$ cat src/rtl/uart_tx_arbiter.sv
// Round-robin arbiter that lets three byte-stream requesters share one UART
// transmitter. A granted requester keeps ownership until its whole message has been sent.
module uart_tx_arbiter #(
   parameter int BUSY_TIMEOUT = 8
) (
   input  logic       clk,
   input  logic       rst,
   input  logic [2:0] req,
   input  logic [7:0] din0,
   input  logic [7:0] din1,
   input  logic [7:0] din2,
   input  logic [2:0] last,
   input  logic       tx_busy,
   output logic       tx_start,
   output logic [7:0] tx_data,
   output logic [2:0] ack,
   output logic [2:0] grant,
   output logic       busy,
   output logic       err
);

   localparam int TW = $clog2(BUSY_TIMEOUT + 1);
   localparam logic [TW-1:0] TMAX = TW'(BUSY_TIMEOUT - 1);

   typedef enum logic [1:0] {IDLE, LOAD, WAIT_BUSY, WAIT_DONE} state_t;

   state_t        state;
   logic [1:0]    owner;
   logic [1:0]    last_grant;
   logic [1:0]    pick;
   logic [TW-1:0] timer;
   logic          last_flag;
   logic [7:0]    owner_din;
   logic          owner_req;
   logic          owner_last;

   // Search order starts just after the previous owner. Only consulted when req is non-zero,
   // so the final fall-through candidate is then guaranteed to be requesting.
   always_comb begin
      case (last_grant)
         2'd0:    pick = req[1] ? 2'd1 : (req[2] ? 2'd2 : 2'd0);
         2'd1:    pick = req[2] ? 2'd2 : (req[0] ? 2'd0 : 2'd1);
         default: pick = req[0] ? 2'd0 : (req[1] ? 2'd1 : 2'd2);
      endcase
   end

   always_comb begin
      owner_din = 8'h00;
      case (owner)
         2'd0:    owner_din = din0;
         2'd1:    owner_din = din1;
         2'd2:    owner_din = din2;
         default: owner_din = 8'h00;
      endcase
   end

   assign owner_req  = |(req & grant);
   assign owner_last = |(last & grant);
   assign busy       = (state != IDLE);

   always_ff @(posedge clk or posedge rst) begin
      if (rst) begin
         state      <= IDLE;
         owner      <= 2'd0;
         last_grant <= 2'd2;
         timer      <= '0;
         last_flag  <= 1'b0;
         tx_start   <= 1'b0;
         tx_data    <= 8'h00;
         ack        <= 3'b000;
         grant      <= 3'b000;
         err        <= 1'b0;
      end else begin
         tx_start <= 1'b0;
         ack      <= 3'b000;
         case (state)
            IDLE: begin
               if (req != 3'b000) begin
                  owner <= pick;
                  grant <= 3'b001 << pick;
                  state <= LOAD;
               end
            end
            LOAD: begin
               if (!tx_busy) begin
                  tx_data   <= owner_din;
                  tx_start  <= 1'b1;
                  ack       <= grant;
                  last_flag <= owner_last;
                  timer     <= '0;
                  state     <= WAIT_BUSY;
               end
            end
            // A transmitter that never acknowledges the start pulse must not hang the bus.
            WAIT_BUSY: begin
               if (tx_busy) begin
                  state <= WAIT_DONE;
               end else if (timer == TMAX) begin
                  err        <= 1'b1;
                  grant      <= 3'b000;
                  last_grant <= owner;
                  state      <= IDLE;
               end else begin
                  timer <= timer + TW'(1);
               end
            end
            WAIT_DONE: begin
               if (!tx_busy) begin
                  if (last_flag || !owner_req) begin
                     grant      <= 3'b000;
                     last_grant <= owner;
                     state      <= IDLE;
                  end else begin
                     state <= LOAD;
                  end
               end
            end
            default: state <= IDLE;
         endcase
      end
   end

endmodule

$ cat config.mk
export PLATFORM = sky130hd
export DESIGN_NAME = uart_tx_arbiter
export DESIGN_NICKNAME = d
export VERILOG_FILES = /design/src/rtl/uart_tx_arbiter.sv
export SDC_FILE = /design/constraint.sdc
export NUM_CORES = 1
export LEC_CHECK = 0
export BUFFER_PORTS_ARGS = -buffer_cell sky130_fd_sc_hd__buf_2
export CORE_ASPECT_RATIO = 0.9
export CORE_MARGIN = 5
export CORE_UTILIZATION = 52
export CTS_CLUSTER_DIAMETER = 50
export DETAILED_ROUTE_END_ITERATION = 6
export GPL_TIMING_DRIVEN = 0
export PLACE_DENSITY = 0.84
export SLEW_MARGIN = 5
export SYNTH_ARGS = -nofsm -noshare
export SYNTH_HDL_FRONTEND = slang
export SYNTH_SLANG_ARGS = --single-unit
$ cat constraint.sdc
create_clock -name clk -period 2.55 [get_ports clk]
set_input_delay 0.255 -clock clk [delete_from_list [all_inputs] [get_ports clk]]
set_output_delay 0.255 -clock clk [all_outputs]
set_load 0.03 [all_outputs]
Yosys cells after proc, flatten, opt, wreduce, memory -nomap -nowiden
Cells that the tools add are included.
Widths: inputs -> output; s select.
{"block": "word_totals", "output_inout_bits": 17, "input_bits": 33, "word_cells": 83, "ff_bits": 27}
{"block": "classes", "addsub": 1, "n_bitwise": 3, "shift": 1, "reduce_logical": 19, "eq_ne": 15, "muxes": 34}
{"cell": "$mux 2", "n": 14}
{"cell": "$pmux 8 s3", "n": 1}
{"cell": "$mux 3", "n": 7}
{"cell": "$ne 2x2->1 const B", "n": 7}
{"cell": "$mux 4", "n": 3}
{"cell": "$pmux 3 s3", "n": 1}
{"cell": "$pmux 2 s2", "n": 2}
{"cell": "$pmux 2 s4", "n": 1}
{"cell": "$pmux 4 s2", "n": 1}
{"cell": "$reduce_and 4->1", "n": 2}
{"cell": "$and 3x3->3", "n": 2}
{"cell": "$eq 2x1->1 const B", "n": 3}
{"cell": "$eq 2x2->1 const B", "n": 3}
{"cell": "$logic_not 2->1", "n": 3}
{"cell": "$reduce_and 6->1", "n": 1}
{"cell": "$reduce_bool 2->1", "n": 3}
{"cell": "$reduce_bool 3->1", "n": 2}
{"cell": "$reduce_or 3->1", "n": 2}
{"cell": "$reduce_and 5->1", "n": 1}
{"cell": "$add 4x1->4 const B", "n": 1}
{"cell": "$eq 4x3->1 const B", "n": 1}
{"cell": "$mux 1", "n": 4}
{"cell": "$reduce_and 2->1", "n": 2}
{"cell": "$ne 3x3->1 const B", "n": 1}
{"cell": "5 further kinds", "n": 5}

Logic depth before layout (Yosys ltp)
{"block": "depth", "ltp_word": 7, "ltp_mapped": 6, "ltp_nobuf": 5}

Least setup slack after synthesis
No wires, ideal clock.
{"block": "synth_path", "kind": "register -> register", "from": "register grant[1]", "to": "register grant[0]", "period_less_slack_ns": 1.428, "arrival_ns": 1.303, "setup_time_ns": 0.125, "path_buffers": 0, "required_time_ns": 2.425, "path_slack_ns": 1.122, "stages_incl_launch_ff": 5, "cell_sequence": "dfrtp_1 > a22oi_2 > o2111ai_2 > nand3_1 > mux2_4"}
{"block": "synth_between", "elab_chain_cells": 6}
{"element": "start, declared", "line_no": "17", "source": "output logic [2:0] grant,"}
{"element": "start signal, assigned", "line_no": "80", "source": "grant <= 3'b001 << pick;"}
{"element": "$and 3x3->3", "line_no": "57", "source": "assign owner_req = |(req & grant);"}
{"element": "$reduce_or 3->1", "line_no": "57"}
{"element": "$logic_not 1->1", "line_no": "109", "source": "if (last_flag || !owner_req) begin"}
{"element": "$logic_or 1x1->1", "line_no": "109"}
{"element": "$ne 2x2->1 (no line)"}
{"element": "$reduce_and 6->1 (no line)"}
Every way passes these cells.
A chain may end at the register's enable or synchronous reset.

Worst setup path after layout
{"block": "layout_path", "from": "register state[0]", "to": "output busy"}
{"block": "layout_between", "elab_chain_cells": 1}
{"element": "start, declared", "line_no": "27", "source": "state_t state;"}
{"element": "start signal, assigned", "line_no": "63", "source": "state <= IDLE;"}
{"element": "start signal, assigned", "line_no": "81", "source": "state <= LOAD;"}
{"element": "start signal, assigned", "line_no": "91", "source": "state <= WAIT_BUSY;"}
{"element": "$reduce_bool 2->1", "line_no": "59", "source": "assign busy = (state != IDLE);"}
{"element": "end, declared", "line_no": "18", "source": "output logic busy,"}
Every way passes these cells.

==> impl_results.rst <==
.. list-table::
   :header-rows: 1

   * - Metric
     - Value
   * - Setup repair after global routing missed its margin
     - no
   * - Final setup violation count
     - 0
   * - Wire length of the first global-routing pass
     - just under 6 mm
   * - Max-slew violations
     - 0
   * - Sequential-to-total area share from yosys stat
     - 0.480
   * - Die Y
     - 59.4 um
   * - Total power density per cell area
     - 1080 nW/um2
   * - Total Power
     - 1.86 mW
   * - Number of unique standard cell types used by synthesis
     - 38
   * - Max-cap violations
     - 0
   * - Largest clock skew in the final design
     - 0.00655 ns
   * - Placed standard-cell area
     - 1690 um2
   * - Share of the core filled with cells in the final layout
     - 0.678
   * - Synthesis-to-finish area growth
     - 21.8%
   * - Setup slack of the critical path after layout
     - 0.876 ns
   * - Critical path class
     - register to primary output
   * - DRC violations left
     - 0
   * - Routed vias/inst
     - about 5.7
   * - Antenna cells
     - 0
   * - Arrival @ worst endpoint
     - 1.42 ns
   * - Port bufs
     - 49
   * - Clock-pin transition on the worst setup and hold timing paths
     - 0.14 ns
   * - Initial antenna violation count
     - 0
   * - Routability cong.
     - about 0.84
   * - CTS H-tree lvls
     - 1
   * - Iteration-0 DRC Markers
     - 63
   * - Cells taking the most area after synthesis
     - dfrtp_1 (46%), mux2i_1 (7.1%), a21oi_1 (6.7%)
   * - Worst IR drop on VDD
     - 0.000675 V
   * - Slew of the pin with the lowest slew margin
     - 0.984 ns
   * - Post-synthesis instance area
     - 1410 um2
   * - TritonCTS Buffers
     - 3
   * - Full die area
     - 3850 um2
   * - Clock latency on the worst-skew pair
     - 0.32 ns
   * - Worst hold slack
     - 0.134 ns
   * - Static leakage
     - between 0.8 and 0.9 nW
   * - Total clock sinks
     - 27
   * - Largest driver fanout on the critical path
     - 7
   * - Core outline area
     - 2530 um2
   * - Number of global-route vias before repair
     - 1333
   * - Total area of sequential cells
     - between 600 and 700 um2
   * - Synthesis warning total
     - 0
   * - Fill cell total of the finished layout
     - 200
   * - DRT antenna net count
     - 0
   * - Net count reported at finish
     - 231
   * - Cell at the root of the clock tree
     - clkbuf_4
   * - Critical path startpoint category
     - register
   * - Drt total wl
     - 3.50 mm
   * - Final standard cell area without fillers
     - about 1700 um2
   * - CTS Buffer Depth
     - 2
   * - Top-Level Pins
     - 50
   * - Fraction of final layout cells with drive strength greater than 1
     - 0.337
   * - Status
     - finished clean
   * - Area taken by multi-input logic gates
     - 669 um2
   * - Number of instances in the synthesized netlist
     - between 100 and 150
   * - Total global routing overflow
     - 0
   * - Maximum number of pins on one net before global-route repair
     - 28
   * - Min-delay worst type
     - input port to async pin
   * - Flop and latch count out of synthesis
     - 27
   * - Leading area contributor after synthesis
     - dfrtp_1
   * - Pre-CTS setup slack
     - 0.941 ns
   * - Top-area cell type share of the netlist area
     - 0.462
   * - Worst EP required
     - 2.30 ns
   * - Setup TNS Final
     - 0 ns
   * - Commonest cells after routing, fill and taps aside
     - buf_2 (51), dfrtp_1 (26), nor2_1 (22)
   * - Relative slew slack
     - 0.343
   * - Post-synth net total
     - 177
   * - Final cell count without fillers
     - 224
   * - Initial core utilization
     - 0.557
   * - Detail Placement HPWL
     - 2.71 mm
   * - Buffers inserted by post-CTS timing repair
     - 0
   * - Final cycle utilization of the critical path
     - 0.656
   * - Maximum operating frequency
     - 597 MHz
   * - Number of buffers added to fix hold violations after cts
     - 0
   * - Final-report hold violation count
     - 0
   * - Placed insts
     - 220
   * - DRT Pass-1 Iters
     - 4
   * - Most common cell after layout, fill and taps aside
     - buf_2
   * - CTS-repair resized insts
     - 0
   * - Site row count
     - 17
   * - Per-instance average area after synthesis
     - 9.85 um2
   * - Die extent in x
     - about 65 um
   * - Clock tree from TritonCTS
     - done
   * - Post-detailed-route wirelength per cell
     - 15.6 um
   * - Gr usage total
     - 0.192
   * - Worst Setup End Kind
     - primary output
   * - Crit path time final
     - 1.67 ns
   * - Via Count
     - about 1300
final cells by class:
type,instances,area share
Inverter,5,0.0109
Clock inverter,1,0.00292
Multi-Input combinational cell,104,0.390
Sequential cell,27,0.394
Clock buffer,3,0.0131
Buffer,7,0.0255
Tap cell,28,0.0204
Timing Repair Buffer,49,0.143
Yosys cell counts:
| cell | number |
|---|---|
| dfrtp_1 | 26 |
| nor2_1 | 22 |
| a21oi_1 | 19 |
| mux2i_1 | 10 |
| nand2_1 | 9 |
| inv_1 | 5 |
| nand3_1 | 4 |
| o21ai_0 | 4 |
| and2_1 | 3 |
| mux2_4 | 3 |
| nand3b_1 | 3 |
| nor2b_1 | 3 |
| a32oi_1 | 2 |
| buf_2 | 2 |
| buf_4 | 2 |
| nand4_1 | 2 |
| o22ai_1 | 2 |
| xor2_1 | 2 |
| a211oi_1 | 1 |
| a21o_1 | 1 |
| a222oi_1 | 1 |
| a22oi_2 | 1 |
| a31oi_1 | 1 |
| a32o_1 | 1 |
| and3_1 | 1 |
| and3b_1 | 1 |
| buf_1 | 1 |
| buf_6 | 1 |
| clkbuf_1 | 1 |
| dfstp_2 | 1 |
| ha_1 | 1 |
| nand2_2 | 1 |
| nand2b_1 | 1 |
| nor4_1 | 1 |
| o2111ai_2 | 1 |
| o21bai_1 | 1 |
| o31a_1 | 1 |
| o31ai_4 | 1 |
critical path: stages (launching register included):
cell	delay, ns
dfrtp_1	0.47
nor2_1	0.38
inv_1	0.07
buf_2	0.18
cell families (layout without fill, tap and decap cells):
| group | after synthesis | in the layout | share of synthesized area |
|---|---|---|---|
| AOI/OAI and AO/OA | 37 | 37 | 0.179 |
| xor gates and xnor gates | 2 | 2 | 0.0124 |
| adders and majority gates | 1 | 1 | 0.00888 |
| buffers and inverters | 12 | 65 | 0.0444 |
| DFF | 27 | 27 | 0.480 |
| muxes | 13 | 13 | 0.103 |
| and+or+nand+nor | 51 | 51 | 0.172 |
where the power goes:
part,leakage [nW],switching [mW],internal [mW]
sequential,0.335,0.133,0.587
clock,0.0177,0.122,0.0588
combinational,0.509,0.597,0.360
flip-flops by register name, indices dropped and copies added, names as in the netlist, 2 cells and up:
name / count
state: 2
ack: 3
owner: 2
last_grant: 2
timer: 4
grant: 3
tx_data: 8
worst paths after layout:
kind                           from         end  slack, ns  depth (start not counted)
max                        state[0]        busy       0.88                          3
min                             rst  tx_data[3]       0.13                          2
max reg2reg                state[0]    grant[0]       0.93                          4
min reg2reg                     err         err       0.49                          1
max in group asynchronous       rst    grant[0]       1.82                          2
min in group clk            din1[0]  tx_data[0]       0.22                          3
routing by layer:
metal | wire, um | up-vias | global-route usage
li1 | - | 609 | -
met1 | 1480 | 605 | 0.231
met4 | 10 | 0 | 0.0271
met3 | 277 | 2 | 0.0531
met5 | 0 | - | 0
met2 | 1730 | 55 | 0.351
Power figures use the tool's default switching activity.
